**src/rtl/fetch_unit.sv**
```systemverilog
// Instruction-fetch initiator: drives the PC into a combinational instruction
// memory, registers the returned word with its address, and presents it to
// decode under a valid/stall handshake. Supports branch redirects and a
// speculative halt that parks fetch until a branch or reset.
module fetch_unit #(
    parameter int unsigned             PC_WIDTH    = 16,
    parameter int unsigned             INSTR_WIDTH = 16,
    parameter logic [PC_WIDTH-1:0]     RESET_PC    = 16'h0000,
    parameter logic [INSTR_WIDTH-1:0]  HALT_OPCODE = 16'hEFFF
) (
    input  logic                   clk,
    input  logic                   rst,
    output logic [PC_WIDTH-1:0]    programcounter,
    input  logic [INSTR_WIDTH-1:0] instrin,
    input  logic                   stall,
    input  logic                   branchtaken,
    input  logic [PC_WIDTH-1:0]    branchtarget,
    output logic [INSTR_WIDTH-1:0] instrout,
    output logic [PC_WIDTH-1:0]    pcout,
    output logic                   instrvalid,
    output logic                   halted
);

    typedef enum logic [0:0] {
        StRun  = 1'b0,
        StHalt = 1'b1
    } state_e;

    state_e                   state_q, state_d;
    logic [PC_WIDTH-1:0]      pc_q, pc_d;
    logic [INSTR_WIDTH-1:0]   instr_q, instr_d;
    logic [PC_WIDTH-1:0]      pcout_q, pcout_d;
    logic                     valid_q, valid_d;
    logic                     halted_q, halted_d;

    logic                     is_halt_word;
    logic [PC_WIDTH-1:0]      pc_incr;
    logic [PC_WIDTH-1:0]      branch_pc;

    assign is_halt_word = (instrin == HALT_OPCODE);
    // Wraps modulo 2^PC_WIDTH by construction.
    assign pc_incr      = pc_q + PC_WIDTH'(2);
    // Instructions are halfword aligned; drop bit 0 of the redirect address.
    assign branch_pc    = {branchtarget[PC_WIDTH-1:1], 1'b0};

    // Next-state: branch beats stall beats normal fetch/halt handling.
    always_comb begin
        state_d  = state_q;
        pc_d     = pc_q;
        instr_d  = instr_q;
        pcout_d  = pcout_q;
        valid_d  = valid_q;
        halted_d = halted_q;

        if (branchtaken) begin
            // Redirect inserts a one-cycle bubble; instr/pcout keep last values.
            pc_d     = branch_pc;
            valid_d  = 1'b0;
            halted_d = 1'b0;
            state_d  = StRun;
        end else if (!stall) begin
            unique case (state_q)
                StRun: begin
                    instr_d = instrin;
                    pcout_d = pc_q;
                    valid_d = 1'b1;
                    if (is_halt_word) begin
                        // Present the halt word once, then park with PC frozen.
                        state_d  = StHalt;
                        halted_d = 1'b1;
                    end else begin
                        pc_d = pc_incr;
                    end
                end
                StHalt: begin
                    valid_d = 1'b0;
                end
                default: begin
                    state_d = StRun;
                end
            endcase
        end
    end

    // State and output registers with asynchronous reset.
    always_ff @(posedge clk or posedge rst) begin
        if (rst) begin
            state_q  <= StRun;
            pc_q     <= RESET_PC;
            instr_q  <= '0;
            pcout_q  <= '0;
            valid_q  <= 1'b0;
            halted_q <= 1'b0;
        end else begin
            state_q  <= state_d;
            pc_q     <= pc_d;
            instr_q  <= instr_d;
            pcout_q  <= pcout_d;
            valid_q  <= valid_d;
            halted_q <= halted_d;
        end
    end

    assign programcounter = pc_q;
    assign instrout       = instr_q;
    assign pcout          = pcout_q;
    assign instrvalid     = valid_q;
    assign halted         = halted_q;

endmodule

```
**config.mk**
```make
export PLATFORM = sky130hd
export DESIGN_NAME = fetch_unit
export DESIGN_NICKNAME = d
export VERILOG_FILES = /design/src/rtl/fetch_unit.sv
export SDC_FILE = /design/constraint.sdc
export NUM_CORES = 1
export LEC_CHECK = 0
export BUFFER_PORTS_ARGS = -buffer_cell sky130_fd_sc_hd__buf_2
export CAP_MARGIN = 10
export CORE_UTILIZATION = 35
export DETAILED_ROUTE_END_ITERATION = 16
export GPL_TIMING_DRIVEN = 0
export PLACE_DENSITY = 0.72
export REMOVE_ABC_BUFFERS = 1
export SLEW_MARGIN = 40
export SYNTH_ARGS = -nofsm -noshare
export SYNTH_HDL_FRONTEND = slang
export SYNTH_SLANG_ARGS = --single-unit
```
**constraint.sdc**
```tcl
create_clock -name clk -period 1.92 [get_ports clk]
set_input_delay 0.096 -clock clk [delete_from_list [all_inputs] [get_ports clk]]
set_output_delay 0.096 -clock clk [all_outputs]
set_load 0.1 [all_outputs]
```
After elaboration in Yosys (flattened, before gate mapping)
Cells that the tools add are included.

Latch bits: 0. Memory bits (read-only): 0. Logic and storage cells: 33. Register bits after elaboration: 51. Memories kept: 0. RAM bits: 0. Bits of input ports: 36.

Shifts and indexed selects: 0. Div/mod/pow operators: 0. Bitwise gates (word level): 3. Reductions and logical operators: 4. $lt $le $gt $ge: 0. $mul: 0. Muxes and demuxes: 15. Equality and inequality tests: 4. Add/subtract/negate cells: 1.

Operator list (number): $mux 16 (4); $add 16x2->16 const B (1); $eq 16x16->1 const B (1); $mux 1 (10); $reduce_and 3->1 (3); $ne 2x2->1 const B (2); $not 1->1 (3); $ne 2x1->1 const B (1); $pmux 1 s2 (1); $reduce_bool 2->1 (1).

Logic depth before layout (Yosys ltp)
Depth after elaboration: 5. Mapped depth: 6.

Least setup slack after synthesis
No wires, ideal clock.

Path type: flip-flop to flip-flop. From: register pc_q[1], in the netlist programcounter[1]. To: register pc_q[11], in the netlist programcounter[11]. Setup time: 82 ps. Setup slack: -484 ps. Arrival: 2322 ps. Cell stages (with the launch flop): 6. Period minus slack after synthesis: 2404 ps. Cells stage by stage: dfrtp_1 > ha_1 > and4_1 > nand2_1 > or4_2 > a31oi_1.

Longest elaborated chain between the ends: 5.

RTL lines: start: declaration (line 30) `logic [PC_WIDTH-1:0] pc_q, pc_d;`; start signal: assignment (line 96) `pc_q <= pc_d;`; $add 16x2->16 (line 42) `assign pc_incr = pc_q + PC_WIDTH'(2);`; $mux 16 (line 67) `if (is_halt_word) begin`; $mux 16 (line 62) `unique case (state_q)`; $mux 16 (line 61) `end else if (!stall) begin`; $mux 16 (line 55) `if (branchtaken) begin`.

No other way between the ends. The select of a mux whose other input is x is not followed. A chain may end at the register's enable or synchronous reset.

Final worst setup path
From: register pc_q[2], in the netlist programcounter[2]. To: register pc_q[11], in the netlist programcounter[11].

The elaborated chain is that of the path after synthesis.

==> flow_metrics.env <==
export IMPL_placed_cell_area_um2=2770
export IMPL_port_buffers=82
export IMPL_end_kind="flop"
export IMPL_fmax_mhz=552
export IMPL_cts_made_buffers=5
export IMPL_ys_types=40
export IMPL_io_pins=86
export IMPL_ys_flop_type="dfrtp_1"
export IMPL_worst_ep_required_time_ns=2.14
export IMPL_cpPeakStageDelay_ns=0.53
export IMPL_routabilityCongestion=0.799
export IMPL_min_period_ns=1.81
export IMPL_wl_um=4950
export IMPL_drt_initial_drc_count=44
export IMPL_clkLatencyLatePin_ns=0.29
export IMPL_nets=313
export IMPL_grt_pass1_vias=1679
export IMPL_gr_usage_all_layers_pct=15.2
export IMPL_root_buffer="clkbuf_8"
export IMPL_yosys_area_top_type="dfrtp_1"
export IMPL_pwr_share_comb_pct=45.9
export IMPL_criticalPathCategory="reg2reg"
export IMPL_wire_per_inst_um=14.1
export IMPL_netlist_area_um2=2270
export IMPL_start_util_pct=37.3
export IMPL_dp_hpwl_um=3610
export IMPL_cp_start_kind="flop"
export IMPL_tightest_slew_ns=0.559
export IMPL_reg2reg_to="programcounter[11]"
export IMPL_clockBufferDepth=2
export IMPL_drive_above_1_share_pct=52.0
export IMPL_r2r_start="programcounter[2]"
export IMPL_finClkSkew_ns=0.00558
export IMPL_nFillCells=588
export IMPL_htree_levels=2
export IMPL_vias_per_cell=5.11
export IMPL_max_slew_margin_rel_pct=62.7
export IMPL_setup_viol=0
export IMPL_irDropWorstVdd_v=0.000859
export IMPL_fin_tns_setup_ns=0
export IMPL_reg2reg_slack_ns=0.11
export IMPL_p_per_area_nw_per_um2=1160
export IMPL_grt_max_degree=40
export IMPL_startpoint="programcounter[2]"
export IMPL_cts_tree="built"
export IMPL_syn_area_per_cell_um2=12.2
export IMPL_status="completed"
export IMPL_ys_ff_latch=49
export IMPL_final_period_utilization_pct=94.3
export IMPL_async_flop_share_pct=100
export IMPL_syn2layout_area_growth_pct=29.6
export IMPL_netlist_instances=186
export IMPL_cap_violations=0
export IMPL_synth_area_leaders="dfrtp_1 54%, mux2_2 15%, a31oi_1 2.2%"
export IMPL_synth_edf_count=0
export IMPL_insertedDiodeCount=0
export IMPL_firstDrtPassIters=4
export IMPL_rsz0062_at_grt="no"
export IMPL_num_rows=28
export IMPL_cts_sinks=49
export IMPL_p_int_uw=1710
export IMPL_power_frac_seq_pct=37.2
export IMPL_hold_viol_final=0
export IMPL_ff2ff_path_depth=5
export IMPL_finalMaxSlewViolations=0
export IMPL_drc_errors=0
export IMPL_crit_path_max_fanout=6
export IMPL_critPathTopFamily="simple AND/OR/NAND/NOR gates"
export IMPL_p_leak_uw=0.00134
export IMPL_ant_nets=0
export IMPL_grt_antenna_before_repair=0
export IMPL_grt_ovfl_total=0
export IMPL_seq_area_frac_synth_pct=54.0
export IMPL_yosysWarningCount=0
export IMPL_pwr_share_clk_pct=16.8
export IMPL_min_path_type="in2reg"
export IMPL_cp_depth=5
export IMPL_vias=1797
export IMPL_cp_cell_sequence="ha_2 -> and4_2 -> nand2_2 -> or4_2 -> a31oi_1"
export IMPL_worst_path_buf_inv=0
export IMPL_coreArea_um2=6100
export IMPL_grt_first_pass_wirelength_um=7790
export IMPL_die_area_um2=6820
export IMPL_cp_endpoint="programcounter[11]"
export IMPL_die_w_um=82.6
export IMPL_die_h_um=82.6
export IMPL_swShare_pct=50.1
export IMPL_p_switching_uw=1720
export IMPL_utilization_pct=48.3
export IMPL_cpMaxStageDelayCell="or4_2"
export IMPL_place_ws_ns=0.00569
export IMPL_fin_ws_ns=0.109
export IMPL_clkTransAtPathRegs_ns=0.09
export IMPL_power_total_uw=3430
export IMPL_crit_arrival_ns=2.03
export IMPL_synth_top_cell_area_share_pct=54.0
export IMPL_final_area_um2=2940
## layer usage
layer,GRT usage (%),up-vias,wire (um)
met4,3.62,0,15
met5,0,-,0
met3,3.52,2,260
li1,-,872,-
met2,25.7,56,2430
met1,19.6,867,2250
## worst min-delay path, stage by stage
cell     delay (ns)
buf_2          0.08
nand2_1        0.04
nand3_1        0.05
## cell families after synthesis
| kind of cell | count (synthesis) | synth area share (%) |
|---|---|---|
| compound gates | 30 | 9.97 |
| xor+xnor | 1 | 0.386 |
| fa+ha+maj | 1 | 0.551 |
| buf+inv | 16 | 3.47 |
| flops | 49 | 54.0 |
| mux | 32 | 15.8 |
| other cells | 1 | 0.165 |
| simple gates | 56 | 15.7 |
## per-stage QoR
stage | cells | hold WS [ns]
final | 352 | 0.0128
after global routing | 352 | 0.0207
after CTS | 348 | 0.00501
after detailed placement | 336 | 0.0124
after global placement | 334 | 0.305
after floorplan | 177 | 0.159
## synthesized netlist by cell type, drive strengths merged (3+ instances only)
library cell	instances
a21oi	3
a31oi	8
and4	3
buf	7
clkbuf	3
dfrtp	49
inv	6
mux2	31
nand2	11
nand3	6
nand4	6
nor2	14
o211ai	3
o21ai	5
o31ai	5
or3	3
or4	8
## power groups by stage
stage	combinational (uW)	clock [uW]	sequential, uW
after floorplan	234	0	2350
after global placement	1550	0	1290
after detailed placement	1570	0	1300
after CTS	1570	613	1280
after global routing	1640	641	1300
final	1570	577	1280
## cell usage in the layout, fill, tap and decap left out, types with 2 or more instances in the layout
cell type / n
or4_1: 4
buf_4: 3
buf_12: 2
or3_2: 2
mux2_2: 31
o31ai_1: 5
o21ai_0: 5
buf_2: 82
a31oi_1: 8
nor2_1: 12
clkbuf_1: 3
o211ai_1: 3
clkbuf_8: 5
dlygate4sd3_1: 4
nand2_1: 10
a21oi_1: 3
dfrtp_1: 48
or4_2: 4
conb_1: 2
nand3_1: 6
nor2_4: 2
nand4_1: 4
and4_1: 2
inv_1: 5
## registers in the layout, summed over array words and instances, names as in the netlist
register        cells
programcounter     15
pcout              15
halted              1
instrout           16
state_q             1
instrvalid          1
## repair_timing
item,in CTS,in global routing
gates resized for setup,1,4
setup endpoints to repair,1,17
hold endpoints to repair,52,0
hold buffers,4,0
buffers inserted,0,3
pin swaps,0,1
## worst min-delay path by stage
stage          cells after the start            endpoint              from
6_report                           3  programcounter[10]  branchtarget[10]
5_1_grt                            3  programcounter[10]  branchtarget[10]
4_1_cts                            3  programcounter[10]  branchtarget[10]
3_5_place_dp                       2        instrout[14]               rst
3_3_place_gp                       3   programcounter[5]   branchtarget[5]
2_1_floorplan                      1          instrvalid       branchtaken
## layout make-up
type	instances	area [um^2]	share of cell area, %
Sequential cell	49	1230	41.7
Multi-Input combinational cell	122	990	33.6
Timing Repair Buffer	92	528	17.9
Tap cell	75	93.8	3.19
Clock buffer	8	80.1	2.72
Inverter	6	25.0	0.850
Power figures use the tool's default switching activity.
